==> config.mk <==
export PLATFORM = sky130hd
export DESIGN_NAME = peripheral_master_ahb4
export DESIGN_NICKNAME = d
export VERILOG_FILES = /design/src/rtl/peripheral_master_ahb4.sv
export SDC_FILE = /design/constraint.sdc
export NUM_CORES = 1
export LEC_CHECK = 0
export CAP_MARGIN = 25
export CORE_MARGIN = 2
export CORE_UTILIZATION = 40
export CTS_CLUSTER_DIAMETER = 150
export DETAILED_ROUTE_END_ITERATION = 12
export GPL_TIMING_DRIVEN = 0
export PLACE_DENSITY_LB_ADDON = 0.05
export SYNTH_ARGS = -nofsm -noshare
export SYNTH_HDL_FRONTEND = slang
export SYNTH_SLANG_ARGS = --single-unit
==> constraint.sdc <==
create_clock -name HCLK -period 4.4 [get_ports HCLK]
set_clock_uncertainty 0.15 [all_clocks]
set_input_delay 0.44 -clock HCLK [delete_from_list [all_inputs] [get_ports HCLK]]
set_output_delay 0.44 -clock HCLK [all_outputs]
set_load 0.05 [all_outputs]
==> src/rtl/peripheral_master_ahb4.sv <==
// -----------------------------------------------------------------------------
// peripheral_master_ahb4
//
// AHB4-Lite master bridge. A simple valid/ready request port is turned into
// single (HBURST=SINGLE) AHB-Lite transfers. The address and data phases are
// pipelined, so a zero-wait slave sees one transfer per cycle. Every transfer
// produces exactly one response pulse, in issue order.
//
// Ports
//   HRESETn, HCLK            asynchronous active-low reset, rising-edge clock
//   req_*                    request port (req_i/req_ready_o handshake,
//                            write flag, address, size, prot, lock, wdata)
//   rsp_valid_o/err_o/rdata_o one-cycle response pulse per completed transfer
//   HADDR..HMASTLOCK         registered address-phase outputs
//   HWDATA                   registered data-phase write data
//   HRDATA, HREADY, HRESP    slave response inputs
// -----------------------------------------------------------------------------
module peripheral_master_ahb4 #(
    parameter int PLEN = 32,
    parameter int XLEN = 32
) (
    input  logic            HRESETn,
    input  logic            HCLK,

    input  logic            req_i,
    output logic            req_ready_o,
    input  logic            req_we_i,
    input  logic [PLEN-1:0] req_addr_i,
    input  logic [2:0]      req_size_i,
    input  logic [3:0]      req_prot_i,
    input  logic            req_lock_i,
    input  logic [XLEN-1:0] req_wdata_i,

    output logic            rsp_valid_o,
    output logic            rsp_err_o,
    output logic [XLEN-1:0] rsp_rdata_o,

    output logic [PLEN-1:0] HADDR,
    output logic            HWRITE,
    output logic [2:0]      HSIZE,
    output logic [2:0]      HBURST,
    output logic [3:0]      HPROT,
    output logic [1:0]      HTRANS,
    output logic            HMASTLOCK,
    output logic [XLEN-1:0] HWDATA,
    input  logic [XLEN-1:0] HRDATA,
    input  logic            HREADY,
    input  logic            HRESP
);

    localparam logic [1:0] HTRANS_IDLE   = 2'b00;
    localparam logic [1:0] HTRANS_NONSEQ = 2'b10;

    // Address stage: the HADDR..HMASTLOCK registers are the stage itself.
    logic            a_valid_q, a_valid_d;
    logic [PLEN-1:0] haddr_q, haddr_d;
    logic            hwrite_q, hwrite_d;
    logic [2:0]      hsize_q, hsize_d;
    logic [3:0]      hprot_q, hprot_d;
    logic            hlock_q, hlock_d;
    logic [XLEN-1:0] a_wdata_q, a_wdata_d;
    logic [1:0]      htrans_q, htrans_d;

    // Data stage
    logic            d_valid_q, d_valid_d;
    logic            d_we_q, d_we_d;
    logic [XLEN-1:0] hwdata_q, hwdata_d;

    // Set between the two cycles of an ERROR response; blocks the address
    // stage so the pending request is re-presented after the error finishes.
    logic            err_hold_q, err_hold_d;

    logic            rsp_valid_q, rsp_valid_d;
    logic            rsp_err_q, rsp_err_d;
    logic [XLEN-1:0] rsp_rdata_q, rsp_rdata_d;

    logic accept;
    logic a_done;
    logic d_done;

    assign req_ready_o = HRESETn & ~err_hold_q & (~a_valid_q | HREADY);

    always_comb begin
        accept      = req_i & req_ready_o;
        a_done      = a_valid_q & ~err_hold_q & HREADY;
        d_done      = d_valid_q & HREADY;

        a_valid_d   = a_valid_q;
        haddr_d     = haddr_q;
        hwrite_d    = hwrite_q;
        hsize_d     = hsize_q;
        hprot_d     = hprot_q;
        hlock_d     = hlock_q;
        a_wdata_d   = a_wdata_q;
        d_valid_d   = d_valid_q;
        d_we_d      = d_we_q;
        hwdata_d    = hwdata_q;
        err_hold_d  = err_hold_q;
        rsp_valid_d = d_done;
        rsp_err_d   = rsp_err_q;
        rsp_rdata_d = rsp_rdata_q;

        // A new request may reload the stage on the same edge its previous
        // occupant moves on to the data phase.
        if (accept) begin
            a_valid_d = 1'b1;
            haddr_d   = req_addr_i;
            hwrite_d  = req_we_i;
            hsize_d   = req_size_i;
            hprot_d   = req_prot_i;
            hlock_d   = req_lock_i;
            a_wdata_d = req_wdata_i;
        end else if (a_done) begin
            a_valid_d = 1'b0;
        end

        if (a_done) begin
            d_valid_d = 1'b1;
            d_we_d    = hwrite_q;
            hwdata_d  = a_wdata_q;
        end else if (d_done) begin
            d_valid_d = 1'b0;
        end

        // First ERROR cycle (HREADY low) raises the hold; completion clears it.
        if (d_done) begin
            err_hold_d = 1'b0;
        end else if (d_valid_q & HRESP) begin
            err_hold_d = 1'b1;
        end

        if (d_done) begin
            rsp_err_d   = HRESP;
            rsp_rdata_d = d_we_q ? '0 : HRDATA;
        end

        htrans_d = (a_valid_d & ~err_hold_d) ? HTRANS_NONSEQ : HTRANS_IDLE;
    end

    always_ff @(posedge HCLK or negedge HRESETn) begin
        if (!HRESETn) begin
            a_valid_q   <= 1'b0;
            haddr_q     <= '0;
            hwrite_q    <= 1'b0;
            hsize_q     <= 3'b010;
            hprot_q     <= 4'b0011;
            hlock_q     <= 1'b0;
            a_wdata_q   <= '0;
            htrans_q    <= HTRANS_IDLE;
            d_valid_q   <= 1'b0;
            d_we_q      <= 1'b0;
            hwdata_q    <= '0;
            err_hold_q  <= 1'b0;
            rsp_valid_q <= 1'b0;
            rsp_err_q   <= 1'b0;
            rsp_rdata_q <= '0;
        end else begin
            a_valid_q   <= a_valid_d;
            haddr_q     <= haddr_d;
            hwrite_q    <= hwrite_d;
            hsize_q     <= hsize_d;
            hprot_q     <= hprot_d;
            hlock_q     <= hlock_d;
            a_wdata_q   <= a_wdata_d;
            htrans_q    <= htrans_d;
            d_valid_q   <= d_valid_d;
            d_we_q      <= d_we_d;
            hwdata_q    <= hwdata_d;
            err_hold_q  <= err_hold_d;
            rsp_valid_q <= rsp_valid_d;
            rsp_err_q   <= rsp_err_d;
            rsp_rdata_q <= rsp_rdata_d;
        end
    end

    assign HADDR       = haddr_q;
    assign HWRITE      = hwrite_q;
    assign HSIZE       = hsize_q;
    assign HBURST      = 3'b000;
    assign HPROT       = hprot_q;
    assign HTRANS      = htrans_q;
    assign HMASTLOCK   = hlock_q;
    assign HWDATA      = hwdata_q;
    assign rsp_valid_o = rsp_valid_q;
    assign rsp_err_o   = rsp_err_q;
    assign rsp_rdata_o = rsp_rdata_q;

endmodule
==> results by stage <==
Placed design:
- Summed over all nets, the half-perimeter wirelength after detailed placement is 9.42 mm.
- The number of input and output port buffers inserted is 218.
- The routability congestion estimate from global placement is 0.707.
- The pre-CTS setup slack is 1260 ps.
- Once placement finished, the instance area stood at 8160 sq um.

Critical path:
- The largest fanout on the critical path is 74.
- The startpoint identified for the worst register-to-register timing path is a_valid_q.
- The required time at the worst-slack endpoint is 3810 ps.
- The critical path starts at HRESETn.
- The element type at the critical path end is an output pin.
- By startpoint and endpoint, the worst setup path is classified as input port to output pin.
- The category of the worst setup path launch point is an input port.
- The arrival time reported for the critical path endpoint is 3050 ps.

Power:
- The total power density per cell area is 873 nW/um^2.
- Across the VDD grid, the largest voltage drop is 0.000412 V.
- The leakage power total is 3.94 nW.

Logic synthesis:
- The synthesized instance count is 387.
- The cell area after technology mapping is 5710 sq um.
- The top flip-flop cell by instance count after synthesis is dfrtp_1.
- After synthesis, the most frequently instantiated cells are dfrtp_1 (141), mux2_2 (59), mux2_4 (48).
- The number of library cell types mapped by synthesis is 19.
- The share of synthesized flip-flops with an asynchronous set or reset is 1.00.
- The most frequently used cell type in the post-synthesis netlist is dfrtp_1.
- The fraction of synthesized cell area taken by the top area cell type is 0.618.
- Ranked by total cell area, the synthesized netlist is headed by dfrtp_1 (62%), mux2_4 (13%), mux2_2 (12%), nand2b_1 (3.5%), o21ai_0 (3.0%).
- The portion of the post-synthesis area used by sequential elements is 0.632.
- The warning count from the yosys run is 0.
- The synthesized flop and latch total is 144.
- In this run the mean area of a mapped cell was 14.7 sq um.
- In this run, synthesis inferred 0 flip-flops with an integrated enable.
- The largest total area in the synthesized netlist belongs to dfrtp_1.

Clock tree:
- The number of buffers added by the clock tree synthesis step is 17.
- The H-tree generated during clock tree synthesis spans 4 levels.
- The clock insertion delay at the later pin of the skew report is 410 ps.
- The tree is rooted in a clkbuf_16.
- In this run the deepest clock path goes through 2 buffers.
- Clock-pin slew was measured on the worst setup and hold paths at 60 ps.
- The clock sink count is 144.
- The CTS tree is built.

STA:
- The accumulated negative setup slack is 0 ps.
- Static timing analysis puts the maximum clock frequency at 0.275 GHz.
- At the pin with the least slew margin, the transition time is 693 ps.
- The final period demand of the worst path is 3640 ps.
- In the finished design, the share of the clock period the worst path needs comes to 0.827.
- Measured against its own limit, the worst slew margin works out to 0.538.
- Setup slack closes at 762 ps.
- The final count of pins violating max slew was 0.
- Setup repair after global routing left no endpoint under its margin.
- The final-report hold violation count is 0.
- The setup-violating endpoint count in the final report is 0.

Floorplanning:
- The core region is 13900 sq um.
- The starting density of the core is 0.410.
- Measured along the y axis, the die boundary spans 123 um.
- The count of boundary I/O pins is 223.
- From left edge to right edge, the die measures 123 um.
- The die covers 15200 sq um.
- The placement row count is 43.

Routing:
- The routed wirelength normalized by instance count is 16.1 um.
- The remaining antenna violation count is 0.
- The pre-antenna-repair detailed-routing pass consisted of 4 iterations.
- After the first detailed-routing iteration, the DRC count stood at 156.
- The total number of vias is 3840.
- The detailed-route DRC error count is 0.
- Dividing the detail-routed via count by the number of cells gives 4.67.
- The total routed wirelength is 13.2 mm.

Final layout:
- The area taken by multi-input logic gates is 1940 sq um.
- Across the whole layout, storage elements account for 3610 sq um.
- In the final design database the tool counted 739 nets.
- After filler insertion, the fill cell instance count of the layout stands at 1073.
- The post-synthesis to final-layout area growth is 53.7%.
- Of the cells placed in the final design, the portion with a size suffix greater than 1 is 0.245.
- The repair_antennas step left the layout with diodes totalling 0.
- Summing all non-filler instances in the final layout gives an area of 8770 sq um.

GRT:
- The number of antenna violations at the first check in global routing was 0.
- The global-route wire length before repair is 20.8 mm.
- Across every metal layer, demand over resource in global routing totals 0.181.
- Entering global routing, the biggest net connects 75 pins.
- For this run the aggregate overflow at the end of global routing stands at 0.
- The via count of the first global-routing pass is 4037.

Worst hold path:
- In this run the worst hold path is classified as flop to flop.
- The launch instance of the worst min-delay path is rsp_rdata_o[16].

Run status:
- The flow ran to the end, and the final reports show no timing, DRC or antenna violations.

Run:
- Max-cap violations in this run came to 0.
-- kinds of logic (layout without fill, tap and decap cells) --
kind of cell,after synthesis,in the layout,share of synthesized area
DFF,144,144,0.632
muxes,107,107,0.243
and+or+nand+nor,71,71,0.0638
AOI/OAI and AO/OA,36,36,0.0316
buffers and inverters,28,280,0.0294
other,1,4,0.000657
-- worst max-delay path, cell delays in order --
cell and delay, ps:
dlygate4sd3_1 540, buf_6 510, buf_16 360, nor3b_1 230
clkdlybuf4s50_1 860
-- cell type report --
cell class,instances,share of cell area
Sequential cell,144,0.411
Inverter,3,0.00128
Timing Repair Buffer,220,0.253
Clock buffer,22,0.0541
Tap cell,180,0.0257
Buffer,25,0.0178
Multi-Input combinational cell,218,0.222
Clock inverter,10,0.0153
-- cell usage in the layout, fill, tap and decap left out, types with 6 or more instances in the layout --
cell,count
nand2_1,34
nand2b_1,32
dfrtp_1,141
clkbuf_16,17
o21ai_0,34
clkbuf_1,12
clkdlybuf4s50_1,217
buf_6,6
mux2_4,48
mux2_2,59
-- metal layers --
layer | vias up | global-route usage | routed length (um)
met5 | - | 0 | 0
met4 | 0 | 0.0717 | 223
met3 | 17 | 0.0724 | 1170
met2 | 133 | 0.288 | 6310
met1 | 1899 | 0.220 | 5490
li1 | 1791 | - | -
-- repair_timing --
item	CTS	global route
resized for setup	0	0
setup buffers	0	0
endpoints found under the hold margin	69	0
hold buffers	1	0
-- through the flow --
stage          utilization  power (mW)  std cells  hold WS (ps)
6_report             0.630        7.66        822           331
5_1_grt              0.630        8.04        822           354
4_1_cts              0.630        7.74        822           335
3_5_place_dp         0.585        6.24        789           322
3_3_place_gp         0.583        6.17        788           315
2_1_floorplan            -        4.90        390         -5.59
-- path summary, 6_finish.rpt --
check	cells after the start	slack, ps	endpoint
min	2	330	rsp_rdata_o[16]
min reg2reg	2	330	rsp_rdata_o[16]
max	5	760	req_ready_o
max reg2reg	5	2610	a_wdata_q[6]
min in group asynchronous	2	450	rsp_rdata_o[3]
max in group asynchronous	3	2840	HADDR[8]
-- where the power goes --
| group | internal (mW) | switching [mW] | total, mW | leakage (nW) |
|---|---|---|---|---|
| sequential | 1.97 | 0.338 | 2.31 | 1.75 |
| combinational | 1.56 | 2.32 | 3.89 | 1.89 |
| clock | 0.934 | 0.529 | 1.46 | 0.296 |
-- state kept, by name, indices dropped and copies added, names as in the netlist --
signal	flops
HADDR	32
HWDATA	32
a_wdata_q	32
rsp_rdata_o	32
HPROT	4
HSIZE	3
HMASTLOCK	1
HTRANS	1
HWRITE	1
a_valid_q	1
d_valid_q	1
d_we_q	1
err_hold_q	1
rsp_err_o	1
rsp_valid_o	1
(Power assumes the default switching activity.)
